$ cat src/rtl/fb_pkg.sv
// Shared timing constants, framebuffer geometry and types for the framebuffer arbiter.
// DOUBLE_BUFFER_EN adds one bank-select bit to the RAM address.
package fb_pkg;

  localparam logic [9:0] H_ACT_START  = 10'd144;
  localparam logic [9:0] H_ACT_END    = 10'd783;
  localparam logic [9:0] V_ACT_START  = 10'd35;
  localparam logic [9:0] V_ACT_END    = 10'd514;
  localparam logic [9:0] H_LEAD       = 10'd2;
  localparam logic [9:0] V_FRAME_DONE = 10'd516;
  localparam int         SCALE_SHIFT  = 2;

  // Reads are issued H_LEAD clocks ahead of the visible column they feed.
  localparam logic [9:0] H_RD_START = H_ACT_START - H_LEAD;
  localparam logic [9:0] H_RD_END   = H_ACT_END - H_LEAD;

  localparam int FB_W = 160;
  localparam int FB_H = 120;

`ifdef DOUBLE_BUFFER_EN
  localparam int BUF_BITS = 1;
`else
  localparam int BUF_BITS = 0;
`endif

  localparam int PIX_W_DEF = 8;
  localparam int X_W_DEF   = 8;
  localparam int Y_W_DEF   = 7;

  typedef logic [PIX_W_DEF-1:0]                   pixel_t;
  typedef logic [X_W_DEF+Y_W_DEF+BUF_BITS-1:0]    addr_t;

  function automatic logic in_bounds(input logic [15:0] x, input logic [15:0] y);
    return (x < 16'(FB_W)) && (y < 16'(FB_H));
  endfunction

endpackage

$ cat src/rtl/fb_write_fifo.sv
// Small synchronous FIFO that posts pixel writes until the RAM has a free cycle.
// Head entry is visible combinationally so the arbiter can inspect it before popping.
module fb_write_fifo #(
  parameter int DEPTH = 8,
  parameter int WIDTH = 8
) (
  input  logic             clk,
  input  logic             reset,
  input  logic             push,
  input  logic             pop,
  input  logic [WIDTH-1:0] din,
  output logic [WIDTH-1:0] dout,
  output logic             full,
  output logic             empty
);

  localparam int PTR_W = $clog2(DEPTH);
  localparam logic [PTR_W:0]   FULL_COUNT = (PTR_W+1)'(DEPTH);
  localparam logic [PTR_W:0]   CNT_ONE    = 1;
  localparam logic [PTR_W-1:0] PTR_ONE    = 1;

  logic [WIDTH-1:0] mem_reg [DEPTH];
  logic [PTR_W-1:0] wr_ptr_reg;
  logic [PTR_W-1:0] rd_ptr_reg;
  logic [PTR_W:0]   count_reg;
  logic             push_ok;
  logic             pop_ok;

  assign full    = (count_reg == FULL_COUNT);
  assign empty   = (count_reg == '0);
  assign push_ok = push && !full;
  assign pop_ok  = pop && !empty;
  assign dout    = mem_reg[rd_ptr_reg];

  always_ff @(posedge clk) begin
    if (push_ok) begin
      mem_reg[wr_ptr_reg] <= din;
    end
  end

  // Pointers wrap naturally because DEPTH is a power of two.
  always_ff @(posedge clk) begin
    if (reset) begin
      wr_ptr_reg <= '0;
      rd_ptr_reg <= '0;
      count_reg  <= '0;
    end else begin
      if (push_ok) begin
        wr_ptr_reg <= wr_ptr_reg + PTR_ONE;
      end
      if (pop_ok) begin
        rd_ptr_reg <= rd_ptr_reg + PTR_ONE;
      end
      if (push_ok && !pop_ok) begin
        count_reg <= count_reg + CNT_ONE;
      end else if (!push_ok && pop_ok) begin
        count_reg <= count_reg - CNT_ONE;
      end
    end
  end

endmodule

$ cat src/rtl/framebuffer_arbiter.sv
// Shares one single-port framebuffer RAM between display scan-out reads and posted pixel writes.
// Optional DOUBLE_BUFFER_EN adds swap_req/front_sel and a bank bit on mem_addr.
module framebuffer_arbiter
  import fb_pkg::*;
#(
  parameter int FIFO_DEPTH = 8,
  parameter int PIX_W      = 8,
  parameter int X_W        = 8,
  parameter int Y_W        = 7
) (
  input  logic                         clk,
  input  logic                         reset,
  input  logic [9:0]                   hCount,
  input  logic [9:0]                   vCount,
  input  logic                         wr_valid,
  output logic                         wr_ready,
  input  logic [X_W-1:0]               wr_x,
  input  logic [Y_W-1:0]               wr_y,
  input  logic [PIX_W-1:0]             wr_data,
  output logic                         mem_en,
  output logic                         mem_we,
  output logic [X_W+Y_W+BUF_BITS-1:0]  mem_addr,
  output logic [PIX_W-1:0]             mem_wdata,
  input  logic [PIX_W-1:0]             mem_rdata,
  output logic [PIX_W-1:0]             pix_rgb,
  output logic                         frame_done
`ifdef DOUBLE_BUFFER_EN
  ,
  input  logic                         swap_req,
  output logic                         front_sel
`endif
);

  localparam int ADDR_W  = X_W + Y_W + BUF_BITS;
  localparam int ENTRY_W = Y_W + X_W + PIX_W;

  logic              rd_slot;
  logic [X_W-1:0]    rd_x;
  logic [Y_W-1:0]    rd_y;
  logic [ADDR_W-1:0] rd_addr;
  logic [ADDR_W-1:0] wr_addr;

  logic [ENTRY_W-1:0] head;
  logic [X_W-1:0]     head_x;
  logic [Y_W-1:0]     head_y;
  logic [PIX_W-1:0]   head_data;
  logic               head_ok;
  logic               fifo_full;
  logic               fifo_empty;
  logic               fifo_pop;

  logic slot_d1_reg;
  logic slot_d2_reg;
  logic frame_match;
  logic match_prev_reg;

  // Read-slot decode is purely range based, so counter wrap needs no care.
  always_comb begin
    rd_slot = (hCount >= H_RD_START) && (hCount <= H_RD_END) &&
              (vCount >= V_ACT_START) && (vCount <= V_ACT_END);
    rd_x    = X_W'((hCount - H_RD_START) >> SCALE_SHIFT);
    rd_y    = Y_W'((vCount - V_ACT_START) >> SCALE_SHIFT);
  end

  fb_write_fifo #(
    .DEPTH (FIFO_DEPTH),
    .WIDTH (ENTRY_W)
  ) u_fifo (
    .clk   (clk),
    .reset (reset),
    .push  (wr_valid),
    .pop   (fifo_pop),
    .din   ({wr_y, wr_x, wr_data}),
    .dout  (head),
    .full  (fifo_full),
    .empty (fifo_empty)
  );

  assign wr_ready  = !fifo_full;
  assign fifo_pop  = !rd_slot && !fifo_empty;
  assign head_y    = head[ENTRY_W-1 -: Y_W];
  assign head_x    = head[PIX_W +: X_W];
  assign head_data = head[PIX_W-1:0];
  assign head_ok   = in_bounds(16'(head_x), 16'(head_y));

`ifdef DOUBLE_BUFFER_EN
  logic front_sel_reg;
  logic swap_pending_reg;

  // Scan-out reads the front bank; game logic draws into the back bank.
  assign rd_addr   = {front_sel_reg, rd_y, rd_x};
  assign wr_addr   = {~front_sel_reg, head_y, head_x};
  assign front_sel = front_sel_reg;

  always_ff @(posedge clk) begin
    if (reset) begin
      front_sel_reg    <= 1'b0;
      swap_pending_reg <= 1'b0;
    end else if (frame_done) begin
      if (swap_pending_reg) begin
        front_sel_reg <= ~front_sel_reg;
      end
      swap_pending_reg <= swap_req;
    end else if (swap_req) begin
      swap_pending_reg <= 1'b1;
    end
  end
`else
  assign rd_addr = {rd_y, rd_x};
  assign wr_addr = {head_y, head_x};
`endif

  // Pulse only on the first clock of the match, even if the counters stall there.
  assign frame_match = (hCount == 10'd0) && (vCount == V_FRAME_DONE);
  assign frame_done  = frame_match && !match_prev_reg && !reset;

  always_ff @(posedge clk) begin
    if (reset) begin
      slot_d1_reg    <= 1'b0;
      slot_d2_reg    <= 1'b0;
      match_prev_reg <= 1'b0;
      pix_rgb        <= '0;
      mem_en         <= 1'b0;
      mem_we         <= 1'b0;
      mem_addr       <= '0;
      mem_wdata      <= '0;
    end else begin
      slot_d1_reg    <= rd_slot;
      slot_d2_reg    <= slot_d1_reg;
      match_prev_reg <= frame_match;
      pix_rgb        <= slot_d2_reg ? mem_rdata : '0;
      if (rd_slot) begin
        mem_en   <= 1'b1;
        mem_we   <= 1'b0;
        mem_addr <= rd_addr;
      end else if (fifo_pop && head_ok) begin
        mem_en    <= 1'b1;
        mem_we    <= 1'b1;
        mem_addr  <= wr_addr;
        mem_wdata <= head_data;
      end else begin
        // Idle, or an off-screen head entry being dropped.
        mem_en <= 1'b0;
        mem_we <= 1'b0;
      end
    end
  end

endmodule

$ cat config.mk
export PLATFORM = sky130hd
export DESIGN_NAME = framebuffer_arbiter
export DESIGN_NICKNAME = d
export VERILOG_FILES = /design/src/rtl/fb_pkg.sv /design/src/rtl/fb_write_fifo.sv /design/src/rtl/framebuffer_arbiter.sv
export SDC_FILE = /design/constraint.sdc
export NUM_CORES = 1
export LEC_CHECK = 0
export CAP_MARGIN = 20
export CORE_MARGIN = 8
export CORE_UTILIZATION = 60
export CTS_CLUSTER_SIZE = 10
export DETAILED_ROUTE_END_ITERATION = 7
export PLACE_DENSITY = 0.85
export SLEW_MARGIN = 20
export SYNTH_ARGS = -nofsm -noshare
export SYNTH_HDL_FRONTEND = slang
export SYNTH_HIERARCHICAL = 1
export SYNTH_SLANG_ARGS = --single-unit
$ cat constraint.sdc
create_clock -name clk -period 9.19 [get_ports clk]
set_input_delay 1.838 -clock clk [delete_from_list [all_inputs] [get_ports clk]]
set_output_delay 1.838 -clock clk [all_outputs]
set_load 0.005 [all_outputs]
==> impl_metrics.py, run 1 <==
metrics = {
    "placement": {
        "io_buffers": 88,
        "pre_cts_ws_ns": 3.29,
        "dp_hpwl_mm": 11.4,
        "place_congestion": 0.882,
        "placed_area_sq_um": 10600,
    },
    "logic_synthesis": {
        "synth_edf_count": 184,
        "yosys_warnings": 6,
        "synthCells": 519,
        "async_flop_share": 0,
        "syn_nets": 580,
        "synthDistinctLibCells": 48,
        "synth_flop_cell": "edfxtp_1",
        "synthesis.area_sq_um": 9480,
        "ys_ff_latch": 233,
        "yosysSeqAreaShare": 0.686,
        "avgSynthCellArea_sq_um": 18.3,
    },
    "cells_and_area": {
        "layout_commonest_cell": "edfxtp_1",
        "antenna_cells": 0,
        "fillerInstances": 883,
        "largest_reg_flops": 184,
        "multiInputGateArea_sq_um": 2870,
        "area_growth_pct": 20.2,
        "final_nets": 683,
        "seq_area_sq_um": 6510,
        "final_cell_mix": "edfxtp_1 (184), clkdlybuf4s50_1 (88), dfxtp_1 (48)",
        "fin_area_sq_um": 11400,
        "drive_above_1_share": 0.146,
    },
    "timing": {
        "finalCriticalPeriod_ns": 5.91,
        "finClkSkew_ns": 0.0150,
        "slew_violations": 0,
        "clock.fmax_mhz": 169,
        "hold-worst-slack_ns": 0.448,
        "worst_pin_slew_ns": 0.937,
        "finalWorstSetupSlack_ns": 3.28,
        "finalCritPeriodShare": 0.643,
        "hold_viol": 0,
        "rsz0062_at_grt": "false",
        "tns_ns": 0,
        "relSlewSlack": 0.374,
        "setup_viol": 0,
    },
    "clock_network": {
        "cts_num_sinks": 233,
        "ctsLongestPathBuffers": 3,
        "post_cts.repair.setup_buffers": 0,
        "cts_inserted_buffers": 27,
        "clk_pin_slew_worst_paths_ns": 0.06,
        "htreeDepth": 1,
        "cts_resized": 0,
        "cts_tree": "yes",
        "ctsHoldBuffers": 0,
        "clock_latency_ns": 0.52,
        "root_buffer": "clkbuf_16",
    },
    "status": {
        "outcome": "finished clean",
    },
    "routing": {
        "wl_per_cell_microns": 22.7,
        "drc_errors": 0,
        "vias": 5063,
        "drtIter0Drc": 284,
        "via_per_inst": 5.90,
        "wl_mm": 19.5,
        "dr.pass1.iters": 5,
        "ant_nets": 0,
    },
    "power": {
        "power_density_nw_per_um2": 259,
        "max-vdd-ir-drop_uv": 187,
        "total_power_mw": 2.95,
        "p_leak_nw": 3.83,
    },
    "critical_path": {
        "worstPathArrival_ns": 4.07,
        "cp-end-kind": "output port",
        "worstSetupStartpoint": "vCount[8]",
        "crit_path_max_fanout": 3,
        "critical_path_class": "in2out",
        "required_ns": 7.35,
        "startpoint_type": "input port",
    },
    "min_path": {
        "hold_start": "slot_d1_reg",
        "hold_path.class": "reg2reg",
    },
    "grt": {
        "first_global_vias": 5145,
        "grt_pass1_wl_mm": 29.6,
        "antenna_found_initial": 1,
        "grtUsageTotal": 0.194,
        "grt_max_degree": 50,
        "grt_overflow_total": 0,
    },
    "floorplan": {
        "start_util": 0.606,
        "die_area_sq_um": 20100,
        "die-height_microns": 142,
        "io_pins": 89,
        "die_w_microns": 142,
        "rows": 46,
        "core-area_sq_um": 15700,
    },
    "flow_run": {
        "maxCapViolCount": 0,
    },
}
## cell families after synthesis
kind of cell,Yosys count,share of synthesized area
multiplexers,95,0.179
AO/OA/AOI/OAI,43,0.0366
AND/OR/NAND/NOR,97,0.0573
buffers and inverters,29,0.0170
adder cells (fa/ha/maj),7,0.0100
XOR/XNOR,15,0.0139
flip-flops,233,0.686
## Yosys cell counts (2+ instances only)
library cell / count / area share
nor3_1: 15 / 0.0079
inv_1: 6 / 0.0024
nand2b_1: 19 / 0.013
buf_1: 2 / 0.00079
buf_6: 6 / 0.0071
clkbuf_1: 11 / 0.0044
xor2_1: 10 / 0.0092
nand2_1: 8 / 0.0032
a21oi_1: 11 / 0.0058
nor2_1: 19 / 0.0075
nor4_1: 8 / 0.0053
o21ai_0: 4 / 0.0021
edfxtp_1: 184 / 0.58
and2_1: 8 / 0.0053
mux2i_1: 24 / 0.025
or3_1: 2 / 0.0013
a2111o_1: 2 / 0.0024
buf_2: 3 / 0.0016
mux4_1: 37 / 0.10
and3_2: 2 / 0.0016
ha_1: 6 / 0.0079
nand3_1: 4 / 0.0021
mux4_2: 9 / 0.021
or4b_4: 2 / 0.0029
xnor2_1: 5 / 0.0046
mux2_2: 25 / 0.030
dfxtp_1: 49 / 0.10
a211oi_1: 14 / 0.011
nor2b_1: 5 / 0.0033
## path summary, 6_finish.rpt
path	to	slack, ns	depth (start not counted)
hold reg to reg	slot_d2_reg	0.45	1
setup reg to reg	mem_wdata[4]	5.50	7
hold / removal	slot_d2_reg	0.45	1
setup / recovery	frame_done	3.28	7
## through the flow
step / util / cells
2_1_floorplan: - / 519
3_3_place_gp: 0.678 / 809
3_5_place_dp: 0.678 / 809
4_1_cts: 0.728 / 858
5_1_grt: 0.728 / 858
6_report: 0.728 / 858
## routing by layer
layer	GRT usage	vias up	share of wire
met4	0.0611	2	0.021
met5	0	-	0.00082
met3	0.0413	35	0.089
met2	0.335	225	0.50
li1	-	2309	-
met1	0.242	2492	0.39
## critical path, stage by stage
cell             delay (ns)
clkdlybuf4s50_1        0.41
or3_1                  0.42
nor4_1                 0.29
nand3_1                0.12
nor4_1                 0.31
nor2b_1                0.17
clkdlybuf4s50_1        0.51
## where the power goes
part	total (mW)	switching, mW	internal, mW
clock network	0.945	0.380	0.565
logic	0.720	0.339	0.381
registers	1.28	0.0488	1.23
## area by class of cell
| cell class | instances | share of cell area |
|---|---|---|
| multi-input combinational | 257 | 0.252 |
| timing repair buffer | 97 | 0.0832 |
| clock buffer | 49 | 0.0684 |
| tap | 216 | 0.0237 |
| inverter | 6 | 0.00198 |
| sequential | 233 | 0.571 |
No activity file was read; power rests on OpenSTA's default activity.
==> run 2, diff against run 1 <==
CORE_UTILIZATION = 57   (was 60)
PLACE_DENSITY = 0.81   (was 0.85)
clock period = 5.9 ns   (was 9.19 ns; I/O delays follow)
==> run 2 against run 1 <==
Compared with the run above:
- die area rose by 4.7%
- flip-flop and latch count is the same
- first-iteration DRC count up 3.2%
- combinational power up 49%
- final area grew 0.15%
- routed wire length up 0.79%
- sequential share of layout area down 0.088 points
- global-route usage shrank 0.71 points
==> impl_metrics.py, run 2 (synthesized netlist as in run 1, its figures left out) <==
metrics = {
    "critical_path": {
        "critical_path_class": "in2out",
        "required_ns": 4.72,
        "crit_path_max_fanout": 3,
        "worstPathArrival_ns": 3.51,
        "startpoint_type": "input port",
        "cp-end-kind": "output port",
    },
    "grt": {
        "first_global_vias": 5551,
        "grt_overflow_total": 0,
        "grt_max_degree": 49,
        "grtUsageTotal": 0.187,
        "grt_use_met3": 0.0417,
        "grt_pass1_wl_mm": 31.0,
        "use_met1": 0.229,
        "use_met2": 0.320,
        "antenna_found_initial": 1,
        "busiest_layer": "met2",
    },
    "power": {
        "power_density_nw_per_um2": 402,
        "p_clk_frac": 0.319,
        "p_leak_nw": 3.84,
        "p_sw_mw": 1.18,
        "seqPwrFrac": 0.447,
        "p_int_mw": 3.40,
        "comb_power_share": 0.234,
        "swShare": 0.257,
        "max-vdd-ir-drop_uv": 238,
        "total_power_mw": 4.58,
    },
    "timing": {
        "relSlewSlack": 0.338,
        "finClkSkew_ns": 0.0183,
        "hold_viol": 0,
        "rsz0062_at_grt": "false",
        "finalCritPeriodShare": 0.795,
        "slew_violations": 0,
        "hold-worst-slack_ns": 0.461,
        "tns_ns": 0,
        "worst_pin_slew_ns": 0.992,
        "setup_viol": 0,
        "finalCriticalPeriod_ns": 4.69,
        "clock.fmax_mhz": 213,
    },
    "min_path": {
        "hold_path.class": "reg2reg",
    },
    "floorplan": {
        "die_w_microns": 145,
        "start_util": 0.578,
        "die-height_microns": 145,
        "die_area_sq_um": 21000,
        "io_pins": 89,
        "core-area_sq_um": 16400,
        "rows": 47,
    },
    "cells_and_area": {
        "largest_reg_flops": 184,
        "fillerInstances": 989,
        "drive_above_1_share": 0.148,
        "fin_area_sq_um": 11400,
        "multiInputGateArea_sq_um": 2870,
        "final_nets": 683,
        "area_growth_pct": 20.4,
        "final_cell_mix": "edfxtp_1 (184), clkdlybuf4s50_1 (88), dfxtp_1 (48)",
        "fin_cells": 861,
        "layout_commonest_cell": "edfxtp_1",
        "seq_area_sq_um": 6510,
        "antenna_cells": 0,
    },
    "clock_network": {
        "post_cts.repair.setup_buffers": 0,
        "cts_resized": 0,
        "clock_latency_ns": 0.51,
        "clk_pin_slew_worst_paths_ns": 0.05,
        "ctsHoldBuffers": 0,
        "cts_inserted_buffers": 27,
        "root_buffer": "clkbuf_16",
        "htreeDepth": 1,
        "ctsLongestPathBuffers": 3,
        "cts_num_sinks": 233,
        "cts_tree": "yes",
    },
    "status": {
        "outcome": "finished clean",
    },
    "flow_run": {
        "maxCapViolCount": 0,
    },
    "routing": {
        "ant_nets": 0,
        "wl_per_cell_microns": 22.8,
        "wl_mm": 19.6,
        "dr.pass1.iters": 5,
        "vias": 5068,
        "drc_errors": 0,
        "via_per_inst": 5.89,
        "drtIter0Drc": 293,
    },
    "placement": {
        "io_buffers": 88,
        "dp_cells": 813,
        "placed_area_sq_um": 10600,
        "dp_hpwl_mm": 11.8,
        "place_congestion": 0.886,
    },
}
-- run 2: cell types whose count changed in the layout (fill, tap and decap cells not counted), sizes merged --
| cell | delta |
|---|---|
| clkbuf | -1 |
-- run 2: worst paths after layout --
kind                    start      endpoint  slack, ns  cells past startpoint
setup / recovery    vCount[8]    frame_done       1.21                      7
hold / removal    slot_d1_reg   slot_d2_reg       0.46                      1
setup reg to reg    flip-flop  mem_wdata[5]       2.39                      6
hold reg to reg   slot_d1_reg   slot_d2_reg       0.46                      1
-- run 2: routing by layer --
layer | share of wire | vias to the layer above
met2 | 0.49 | 200
met5 | 0.00051 | -
met3 | 0.072 | 44
li1 | - | 2310
met1 | 0.41 | 2512
met4 | 0.027 | 2
-- run 2: cell type report --
class	instances	area share
clock buffers	48	0.0688
inverters	6	0.00197
multi-input cells	257	0.252
flip-flops and latches	233	0.570
well taps	220	0.0241
repair buffers	97	0.0831
-- run 2: worst max-delay path, cell delays in order --
cell             delay (ns)
clkdlybuf4s50_1        0.43
or3_1                  0.44
nor4_1                 0.30
nand3_1                0.12
nor4_1                 0.33
nor2b_1                0.20
clkdlybuf4s50_1        0.51
-- run 2: per-stage QoR --
step	setup slack, ns	utilization
finish	1.21	0.696
global route	1.09	0.696
CTS	1.28	0.695
detailed placement	1.20	0.647
global placement	1.28	0.647
floorplan	1.91	-
-- run 2: power by group through the flow --
stage	sequential (mW)	clock, mW	combinational [mW]
2_1_floorplan	2.02	0	0.784
3_5_place_dp	2.08	0	1.06
4_1_cts	2.05	1.49	1.08
3_3_place_gp	2.07	0	1.03
5_1_grt	2.06	1.56	1.15
6_report	2.05	1.46	1.07
==> run 3, diff against run 2 <==
clock period = 4.4 ns   (was 5.9 ns; I/O delays follow)
==> run 3 against run 2 <==
Compared with the run above:
- combinational power increased by 37%
- largest power group unchanged
- hold slack improved by 0.0026 ns
- cell count is 0.93% higher
==> impl_metrics.py, run 3 (synthesized netlist as in run 1, its figures left out) <==
metrics = {
    "power": {
        "max-vdd-ir-drop_uv": 285,
        "p_leak_nw": 3.86,
        "power_density_nw_per_um2": 538,
    },
    "cells_and_area": {
        "final_nets": 689,
        "antenna_cells": 0,
        "drive_above_1_share": 0.156,
        "fillerInstances": 984,
        "layout_commonest_cell": "edfxtp_1",
        "seq_area_sq_um": 6510,
        "fin_area_sq_um": 11400,
        "final_cell_mix": "edfxtp_1 (184), clkdlybuf4s50_1 (88), dfxtp_1 (48)",
        "largest_reg_flops": 184,
        "area_growth_pct": 20.7,
        "multiInputGateArea_sq_um": 2870,
    },
    "placement": {
        "io_buffers": 88,
        "placed_area_sq_um": 10700,
        "dp_hpwl_mm": 11.6,
        "place_congestion": 0.874,
    },
    "routing": {
        "wl_per_cell_microns": 22.4,
        "wl_mm": 19.5,
        "dr.pass1.iters": 4,
        "vias": 5121,
        "drtIter0Drc": 334,
        "ant_nets": 0,
        "drc_errors": 0,
        "via_per_inst": 5.89,
    },
    "floorplan": {
        "io_pins": 89,
        "die_w_microns": 145,
        "start_util": 0.578,
        "die-height_microns": 145,
        "core-area_sq_um": 16400,
        "die_area_sq_um": 21000,
        "rows": 47,
    },
    "clock_network": {
        "cts_tree": "yes",
        "cts_inserted_buffers": 27,
        "post_cts.repair.setup_buffers": 0,
        "ctsLongestPathBuffers": 3,
        "cts_resized": 0,
        "htreeDepth": 1,
        "clk_pin_slew_worst_paths_ns": 0.06,
        "ctsHoldBuffers": 0,
        "root_buffer": "clkbuf_16",
        "cts_num_sinks": 233,
        "clock_latency_ns": 0.52,
    },
    "grt": {
        "first_global_vias": 5411,
        "grt_pass1_wl_mm": 30.6,
        "grt_overflow_total": 0,
        "grtUsageTotal": 0.184,
        "antenna_found_initial": 1,
        "grt_max_degree": 49,
    },
    "timing": {
        "hold-worst-slack_ns": 0.463,
        "worst_pin_slew_ns": 0.863,
        "rsz0062_at_grt": "false",
        "setup_viol": 0,
        "finalCritPeriodShare": 0.904,
        "tns_ns": 0,
        "slew_violations": 0,
        "clock.fmax_mhz": 251,
        "finalCriticalPeriod_ns": 3.98,
        "finClkSkew_ns": 0.0152,
        "relSlewSlack": 0.423,
        "hold_viol": 0,
    },
    "critical_path": {
        "startpoint_type": "input port",
        "critical_path_class": "in2out",
        "cpMaxStageDelayCell": "clkdlybuf4s50_1",
        "slowest_delay_ns": 0.51,
        "crit_path_max_fanout": 3,
        "critPathBufInv": 2,
        "required_ns": 3.52,
        "cp_top_family": "simple AND/OR/NAND/NOR gates",
        "crit_chain": "clkdlybuf4s50_1 -> or3_1 -> nor4_1 -> nand3_1 -> nor4_1 -> nor2b_1 -> clkdlybuf4s50_1",
        "cp-end-kind": "output port",
        "worstPathArrival_ns": 3.10,
    },
    "status": {
        "outcome": "finished clean",
    },
    "flow_run": {
        "maxCapViolCount": 0,
    },
    "min_path": {
        "hold_path.class": "reg2reg",
    },
}
[run 3: cell type report]
class	instances	area share
timing repair buffer	103	0.0869
tap	220	0.0241
multi-input combinational	257	0.251
clock inverter	2	0.00153
clock buffer	48	0.0660
inverter	6	0.00197
sequential	233	0.569
[run 3: path summary, 6_finish.rpt]
kind,end,slack [ns],start,cells past startpoint
min,slot_d2_reg,0.46,slot_d1_reg,1
max reg2reg,mem_wdata[7],1.33,flip-flop,6
max,frame_done,0.42,vCount[8],7
min reg2reg,slot_d2_reg,0.46,slot_d1_reg,1
[run 3: where the power goes]
part	total, mW	switching [mW]	internal [mW]
clock	1.95	0.798	1.15
combinational	1.47	0.658	0.813
sequential	2.73	0.157	2.58
total	6.15	1.61	4.54
[run 3: routing by layer]
| layer | global-route usage | vias to the layer above | share of wire |
|---|---|---|---|
| met3 | 0.0513 | 36 | 0.093 |
| met5 | 0 | - | 0.00056 |
| met4 | 0.0626 | 2 | 0.020 |
| met1 | 0.227 | 2543 | 0.39 |
| li1 | - | 2316 | - |
| met2 | 0.308 | 224 | 0.50 |
[run 3: per-stage QoR]
| stage | utilization | setup slack, ns | std cells | power, mW |
|---|---|---|---|---|
| after global placement | 0.650 | 0.164 | 819 | 4.16 |
| after global routing | 0.697 | 0.341 | 869 | 6.40 |
| after CTS | 0.697 | 0.424 | 869 | 6.19 |
| after floorplan | - | 0.710 | 519 | 3.75 |
| after detailed placement | 0.650 | 0.0770 | 819 | 4.22 |
| final | 0.697 | 0.424 | 869 | 6.15 |
